`src/rtl/risc_imm_packer_if.sv`:
```
// Handshake and payload bundle between an immediate-packer producer/consumer and the packer.
// master = environment side (drives requests, accepts packed words), slave = packer.
interface risc_imm_packer_if #(
  parameter int DATA_WIDTH = 32,
  parameter int ADDR_WIDTH = 10
);
  logic                  in_valid;
  logic                  in_ready;
  logic [1:0]            imm_src;
  logic [DATA_WIDTH-1:0] imm_value;
  logic [DATA_WIDTH-1:0] base_instr;
  logic                  out_valid;
  logic                  out_ready;
  logic [DATA_WIDTH-1:0] out_instr;
  logic [ADDR_WIDTH-1:0] out_addr;
  logic                  out_err;

  modport master (
    output in_valid, imm_src, imm_value, base_instr, out_ready,
    input  in_ready, out_valid, out_instr, out_addr, out_err
  );

  modport slave (
    input  in_valid, imm_src, imm_value, base_instr, out_ready,
    output in_ready, out_valid, out_instr, out_addr, out_err
  );
endinterface

```
`src/rtl/risc_imm_packer.sv`:
```
// Scatters an immediate into a RISC-V instruction word (inverse of decode-side extraction),
// flags range/alignment errors and emits address-tagged words through a one-entry output register.
//
// state | meaning
// EMPTY | no packed word held; out_valid=0
// FULL  | packed word held on out_*; out_valid=1
module risc_imm_packer #(
  parameter int DATA_WIDTH = 32,
  parameter int ADDR_WIDTH = 10,
  parameter int BASE_ADDR  = 0
) (
  input  logic        clk,
  input  logic        nrst,
  input  logic        clear,
  risc_imm_packer_if.slave bus,
  output logic [15:0] err_count
);

  typedef enum logic {EMPTY = 1'b0, FULL = 1'b1} state_t;

  localparam logic [ADDR_WIDTH-1:0] BASE = ADDR_WIDTH'(BASE_ADDR);

  state_t                state, state_nxt;
  logic [ADDR_WIDTH-1:0] addr_cnt;
  logic [DATA_WIDTH-1:0] out_instr_q;
  logic [ADDR_WIDTH-1:0] out_addr_q;
  logic                  out_err_q;
  logic [DATA_WIDTH-1:0] packed_instr;
  logic                  imm_err;
  logic                  out_valid;
  logic                  in_ready;
  logic                  accept;
  logic [DATA_WIDTH-1:0] imm;

  assign imm       = bus.imm_value;
  assign out_valid = (state == FULL);
  assign in_ready  = !clear && (!out_valid || bus.out_ready);
  assign accept    = bus.in_valid && in_ready;

  assign bus.in_ready  = in_ready;
  assign bus.out_valid = out_valid;
  assign bus.out_instr = out_instr_q;
  assign bus.out_addr  = out_addr_q;
  assign bus.out_err   = out_err_q;

  // Error words are still packed with the truncated immediate and forwarded.
  always_comb begin
    packed_instr = bus.base_instr;
    imm_err      = 1'b0;
    case (bus.imm_src)
      2'b00: begin
        packed_instr[31:20] = imm[11:0];
        imm_err = (imm[31:11] != {21{imm[11]}});
      end
      2'b01: begin
        packed_instr[31:25] = imm[11:5];
        packed_instr[11:7]  = imm[4:0];
        imm_err = (imm[31:11] != {21{imm[11]}});
      end
      2'b10: begin
        packed_instr[31]    = imm[12];
        packed_instr[7]     = imm[11];
        packed_instr[30:25] = imm[10:5];
        packed_instr[11:8]  = imm[4:1];
        imm_err = (imm[31:12] != {20{imm[12]}}) || imm[0];
      end
      default: begin
        packed_instr[31]    = imm[20];
        packed_instr[19:12] = imm[19:12];
        packed_instr[20]    = imm[11];
        packed_instr[30:21] = imm[10:1];
        imm_err = (imm[31:20] != {12{imm[20]}}) || imm[0];
      end
    endcase
  end

  always_ff @(posedge clk or negedge nrst) begin
    if (!nrst) state <= EMPTY;
    else       state <= state_nxt;
  end

  always_comb begin
    state_nxt = state;
    if (clear)                         state_nxt = EMPTY;
    else if (accept)                   state_nxt = FULL;
    else if (out_valid && bus.out_ready) state_nxt = EMPTY;
  end

  always_ff @(posedge clk or negedge nrst) begin
    if (!nrst) begin
      addr_cnt    <= BASE;
      err_count   <= 16'd0;
      out_instr_q <= '0;
      out_addr_q  <= BASE;
      out_err_q   <= 1'b0;
    end else if (clear) begin
      addr_cnt  <= BASE;
      err_count <= 16'd0;
    end else if (accept) begin
      out_instr_q <= packed_instr;
      out_addr_q  <= addr_cnt;
      out_err_q   <= imm_err;
      addr_cnt    <= addr_cnt + 1'b1;
      if (imm_err && err_count != 16'hFFFF) err_count <= err_count + 16'd1;
    end
  end

endmodule
```
`src/flat_wrapper.sv`:
```
// flat-port wrapper written by rule: the top's interface ports become plain ports
module risc_imm_packer_flat 
#(
  parameter int DATA_WIDTH = 32,
  parameter int ADDR_WIDTH = 10,
  parameter int BASE_ADDR  = 0
)
  (clk, nrst, clear, err_count, bus_in_valid, bus_imm_src, bus_imm_value, bus_base_instr, bus_out_ready, bus_in_ready, bus_out_valid, bus_out_instr, bus_out_addr, bus_out_err);
  risc_imm_packer_if #(.DATA_WIDTH(DATA_WIDTH), .ADDR_WIDTH(ADDR_WIDTH)) bus_i ();
  input  logic clk;
  input  logic nrst;
  input  logic clear;
  output logic [15:0] err_count;
  input wire logic [$bits(bus_i.in_valid)-1:0] bus_in_valid;
  input wire logic [$bits(bus_i.imm_src)-1:0] bus_imm_src;
  input wire logic [$bits(bus_i.imm_value)-1:0] bus_imm_value;
  input wire logic [$bits(bus_i.base_instr)-1:0] bus_base_instr;
  input wire logic [$bits(bus_i.out_ready)-1:0] bus_out_ready;
  output wire logic [$bits(bus_i.in_ready)-1:0] bus_in_ready;
  output wire logic [$bits(bus_i.out_valid)-1:0] bus_out_valid;
  output wire logic [$bits(bus_i.out_instr)-1:0] bus_out_instr;
  output wire logic [$bits(bus_i.out_addr)-1:0] bus_out_addr;
  output wire logic [$bits(bus_i.out_err)-1:0] bus_out_err;
  assign bus_i.in_valid = bus_in_valid;
  assign bus_i.imm_src = bus_imm_src;
  assign bus_i.imm_value = bus_imm_value;
  assign bus_i.base_instr = bus_base_instr;
  assign bus_i.out_ready = bus_out_ready;
  assign bus_in_ready = bus_i.in_ready;
  assign bus_out_valid = bus_i.out_valid;
  assign bus_out_instr = bus_i.out_instr;
  assign bus_out_addr = bus_i.out_addr;
  assign bus_out_err = bus_i.out_err;
  risc_imm_packer #(.DATA_WIDTH(DATA_WIDTH), .ADDR_WIDTH(ADDR_WIDTH), .BASE_ADDR(BASE_ADDR)) u_core (.clk(clk), .nrst(nrst), .clear(clear), .bus(bus_i), .err_count(err_count));
endmodule
```
`config.mk`:
```
export PLATFORM = sky130hd
export DESIGN_NAME = risc_imm_packer_flat
export DESIGN_NICKNAME = d
export VERILOG_FILES = /design/src/rtl/risc_imm_packer_if.sv /design/src/rtl/risc_imm_packer.sv /design/src/flat_wrapper.sv
export SDC_FILE = /design/constraint.sdc
export NUM_CORES = 1
export LEC_CHECK = 0
export BUFFER_PORTS_ARGS = -buffer_cell sky130_fd_sc_hd__buf_2
export CORE_MARGIN = 2
export CORE_UTILIZATION = 45
export DETAILED_ROUTE_END_ITERATION = 12
export PLACE_DENSITY = 0.74
export RECOVER_POWER = 50
export REMOVE_ABC_BUFFERS = 1
export SETUP_SLACK_MARGIN = 0.15
export SLEW_MARGIN = 25
export SYNTH_ARGS = -nofsm -noshare
export SYNTH_HDL_FRONTEND = slang
export SYNTH_SLANG_ARGS = --single-unit
```
`constraint.sdc`:
```
create_clock -name clk -period 1.9 [get_ports clk]
set_input_delay 0.095 -clock clk [delete_from_list [all_inputs] [get_ports clk]]
set_output_delay 0.095 -clock clk [all_outputs]
set_load 0.02 [all_outputs]
```
==> results.py <==
metrics = {
    "yosys": {
        "ys_top_cells_by_area": "dfrtp_1 (50%), nand2_1 (11%), o21ai_0 (3.6%), mux2i_1 (3.1%), nand3_1 (2.6%)",
        "synth.yosys.warnings": 0,
        "synth.yosys.seq_area_share_pct": 49.9,
        "synth_top_area_cell": "dfrtp_1",
        "synth_edf_count": 0,
        "synthCells": 384,
        "ys_async_sr_fraction_pct": 100,
        "ys_seq_elements": 70,
        "synthDominantCellAreaShare_pct": 49.9,
        "synth_cell_types": 44,
        "syn_area_per_cell_um2": 9.14,
        "synthesis.area_um2": 3510,
        "synth_flop_cell": "dfrtp_1",
    },
    "sta": {
        "setup_tns_ns": -0.185,
        "drv_slew": 0,
        "min_period_ns": 1.96,
        "hold_viol": 0,
        "setup_viol": 5,
        "layout_setup_ws_ns": -0.0582,
        "fmax_mhz": 511,
        "final.period_utilization_pct": 103,
        "rsz0062_at_grt": "true",
        "clock_skew_ns": 0.0131,
        "worst_slew_pin_slew_ns": 1.19,
        "maxSlewHeadroom_pct": 20.5,
    },
    "placement": {
        "port_buffers": 124,
        "place_hpwl_um": 7190,
        "place.gp.congestion": 0.856,
    },
    "setup_path": {
        "cp_slowest_cell": "or4_4",
        "critical_path.top_delay_family": "simple AND/OR/NAND/NOR gates",
        "end_kind": "flip-flop",
        "path_max_fanout": 7,
        "path_buf_inv": 2,
        "cpPeakStageDelay_ns": 0.47,
        "required_ns": 2.18,
        "path_class": "reg2reg",
        "crit_top_cell": "and3_4",
        "cp_cell_sequence": "and3_4, and3_4, nand3_2, o211ai_1, buf_4, buf_6, or4_4, a21oi_2",
        "startpoint_type": "flip-flop",
        "arrival_ns": 2.23,
    },
    "global_routing": {
        "grtUsageMet2_pct": 46.0,
        "overflow": 0,
        "grt_pass1_vias": 3665,
        "antenna_found_initial": 0,
        "use_met1_pct": 30.8,
        "busiest_layer": "met2",
        "use_met3_pct": 3.74,
        "grt_use_total_pct": 25.5,
        "grt_start_max_net_pins": 60,
        "grt_pass1_wl_um": 17200,
    },
    "floorplanning": {
        "rows": 32,
        "ios": 132,
        "die_x_um": 92.3,
        "core_area_um2": 7650,
        "start_util_pct": 45.9,
        "die_height_um": 92.3,
        "die_area_um2": 8520,
    },
    "pwr": {
        "p_leak_nw": 2.59,
        "internal_power_mw": 2.53,
        "power_mw": 3.68,
        "p_clk_share_pct": 32.6,
        "power_density_nw_per_um2": 695,
        "vdd_drop_max_v": 0.000351,
        "power_frac_comb_pct": 21.4,
        "p_seq_share_pct": 46.0,
        "sw_frac_of_total_pct": 31.3,
        "net-switching-power_mw": 1.15,
    },
    "route": {
        "ant_nets": 0,
        "dr.first_iter.drc_count": 161,
        "avgRoutedWirePerCell_um": 16.0,
        "first_pass_iters": 4,
        "via_per_inst": 5.33,
        "drc_errors": 0,
        "via_count": 3687,
        "wl_um": 11000,
    },
    "cts": {
        "clock-sinks": 70,
        "clockBufferDepth": 2,
        "tritoncts": "built",
        "htreeDepth": 3,
        "cts_inserted_buffers": 9,
        "clk_pin_slew_ns": 0.08,
        "clk_latency_ns": 0.35,
        "cts_root_buf": "clkbuf_8",
    },
    "outcome": {
        "violations": "setup timing",
        "outcome": "finished, violations left",
    },
    "finish": {
        "mostFrequentLayoutCell": "nand2_1",
        "drive_above_1_share_pct": 38.6,
        "diodes": 0,
        "nets": 662,
        "multi_input_area_um2": 1880,
        "mostFrequentLayoutCells": "nand2_1 (106), buf_2 (99), dfrtp_1 (69)",
        "ff_latch_area_um2": 1750,
        "num-fill-cells": 604,
        "area_growth_pct": 50.7,
    },
    "job": {
        "drv_cap": 0,
    },
    "min_path": {
        "hp-class": "in2reg",
    },
}
==> power by group through the flow <==
stage | clock (mW) | combinational [mW] | sequential [mW]
2_1_floorplan | 0 | 0.211 | 1.87
3_3_place_gp | 0 | 0.727 | 1.71
3_5_place_dp | 0 | 0.748 | 1.71
4_1_cts | 1.21 | 0.800 | 1.68
5_1_grt | 1.27 | 0.858 | 1.71
6_report | 1.20 | 0.786 | 1.69
==> registers in the layout (all words and copies together) (netlist names) <==
name	count
u_core.bus.out_addr	10
u_core.bus.out_err	1
u_core.bus.out_instr	32
u_core.addr_cnt	10
u_core.bus.out_valid	1
u_core.err_count	16
==> tightest hold or removal path: cells and delay by family <==
kind | cells | cell delay [ns]
buffers and inverters | 1 | 0.08
AO/OA/AOI/OAI | 1 | 0.13
multiplexers | 1 | 0.06
==> final cells by class <==
class	count	share of cell area (%)
sequential	70	33.2
clock buffer	11	2.48
tap	102	2.41
inverter	11	0.781
timing repair buffer	207	24.5
clock inverter	5	1.14
multi-input combinational	286	35.5
==> stage by stage <==
stage                     cells  hold WS (ns)  util [%]  setup slack (ns)  cell area, um2
after floorplan             367        -0.201         -             -1.18            3430
after global placement      648         0.120      60.5            -0.288            4630
after detailed placement    648         0.118      60.5            -0.356            4630
after CTS                   689        0.0440      68.7           -0.0380            5250
after global routing        692        0.0746      69.1            -0.160            5290
final                       692        0.0455      69.1           -0.0582            5290
==> routing by layer <==
layer,vias up,wire length (um)
li1,1754,-
met1,1775,4390
met2,131,5800
met3,27,591
met4,0,267
met5,-,0
==> cell families (layout without fill, tap and decap cells) <==
kind of cell	count (synthesis)	in the layout	share of synthesized area, %
flip-flops	70	70	49.9
AO/OA/AOI/OAI	69	69	13.0
buffers and inverters	28	234	3.53
XOR/XNOR	4	4	0.999
multiplexers	13	13	3.99
adder cells (fa/ha/maj)	6	6	2.14
AND/OR/NAND/NOR	194	194	26.4
==> final timing paths <==
| check | slack [ns] | to | cells past startpoint | startpoint |
|---|---|---|---|---|
| max in group asynchronous | 0.27 | u_core.err_count[2]$_DFFE_PN0P_ | 3 | nrst |
| min in group asynchronous | 0.51 | u_core.bus.out_instr[27]$_DFFE_PN0P_ | 2 | nrst |
| min | 0.05 | u_core.bus.out_instr[17]$_DFFE_PN0P_ | 3 | bus_base_instr[17] |
| max reg2reg | -0.06 | u_core.err_count[10]$_DFFE_PN0P_ | 8 | u_core.err_count[8]$_DFFE_PN0P_ |
| min reg2reg | 0.48 | u_core.bus.out_addr[6]$_DFFE_PN0P_ | 2 | u_core.bus.out_addr[6]$_DFFE_PN0P_ |
| max | -0.06 | u_core.err_count[10]$_DFFE_PN0P_ | 8 | u_core.err_count[8]$_DFFE_PN0P_ |
==> what timing repair did <==
| item | in CTS | in global routing |
|---|---|---|
| pin swaps | 22 | 12 |
| setup endpoints to repair | 17 | 18 |
| endpoints found under the hold margin | 34 | 0 |
| gates resized for setup | 41 | 13 |
| hold buffers | 14 | 0 |
| setup buffers | 11 | 3 |
==> Yosys cell counts, types with 2 or more instances <==
| cell type | n |
|---|---|
| and2_1 | 2 |
| and3_1 | 5 |
| nor4_1 | 7 |
| nor3_1 | 7 |
| o211ai_1 | 2 |
| o31ai_1 | 5 |
| buf_2 | 3 |
| a21oi_1 | 13 |
| buf_6 | 2 |
| nor2b_1 | 7 |
| ha_1 | 6 |
| nand2b_1 | 4 |
| mux2i_1 | 11 |
| a22oi_1 | 7 |
| nor3b_1 | 3 |
| inv_1 | 11 |
| nor2_1 | 9 |
| nand4_1 | 7 |
| or3_1 | 4 |
| dfrtp_1 | 70 |
| o221ai_1 | 4 |
| a31o_1 | 3 |
| clkbuf_1 | 11 |
| or2_2 | 3 |
| a211oi_1 | 2 |
| nand3_1 | 18 |
| mux2_4 | 2 |
| or4_1 | 8 |
| o21ai_0 | 25 |
| xor2_1 | 3 |
| o311ai_1 | 2 |
| nand2_1 | 106 |
(Power assumes the default switching activity.)
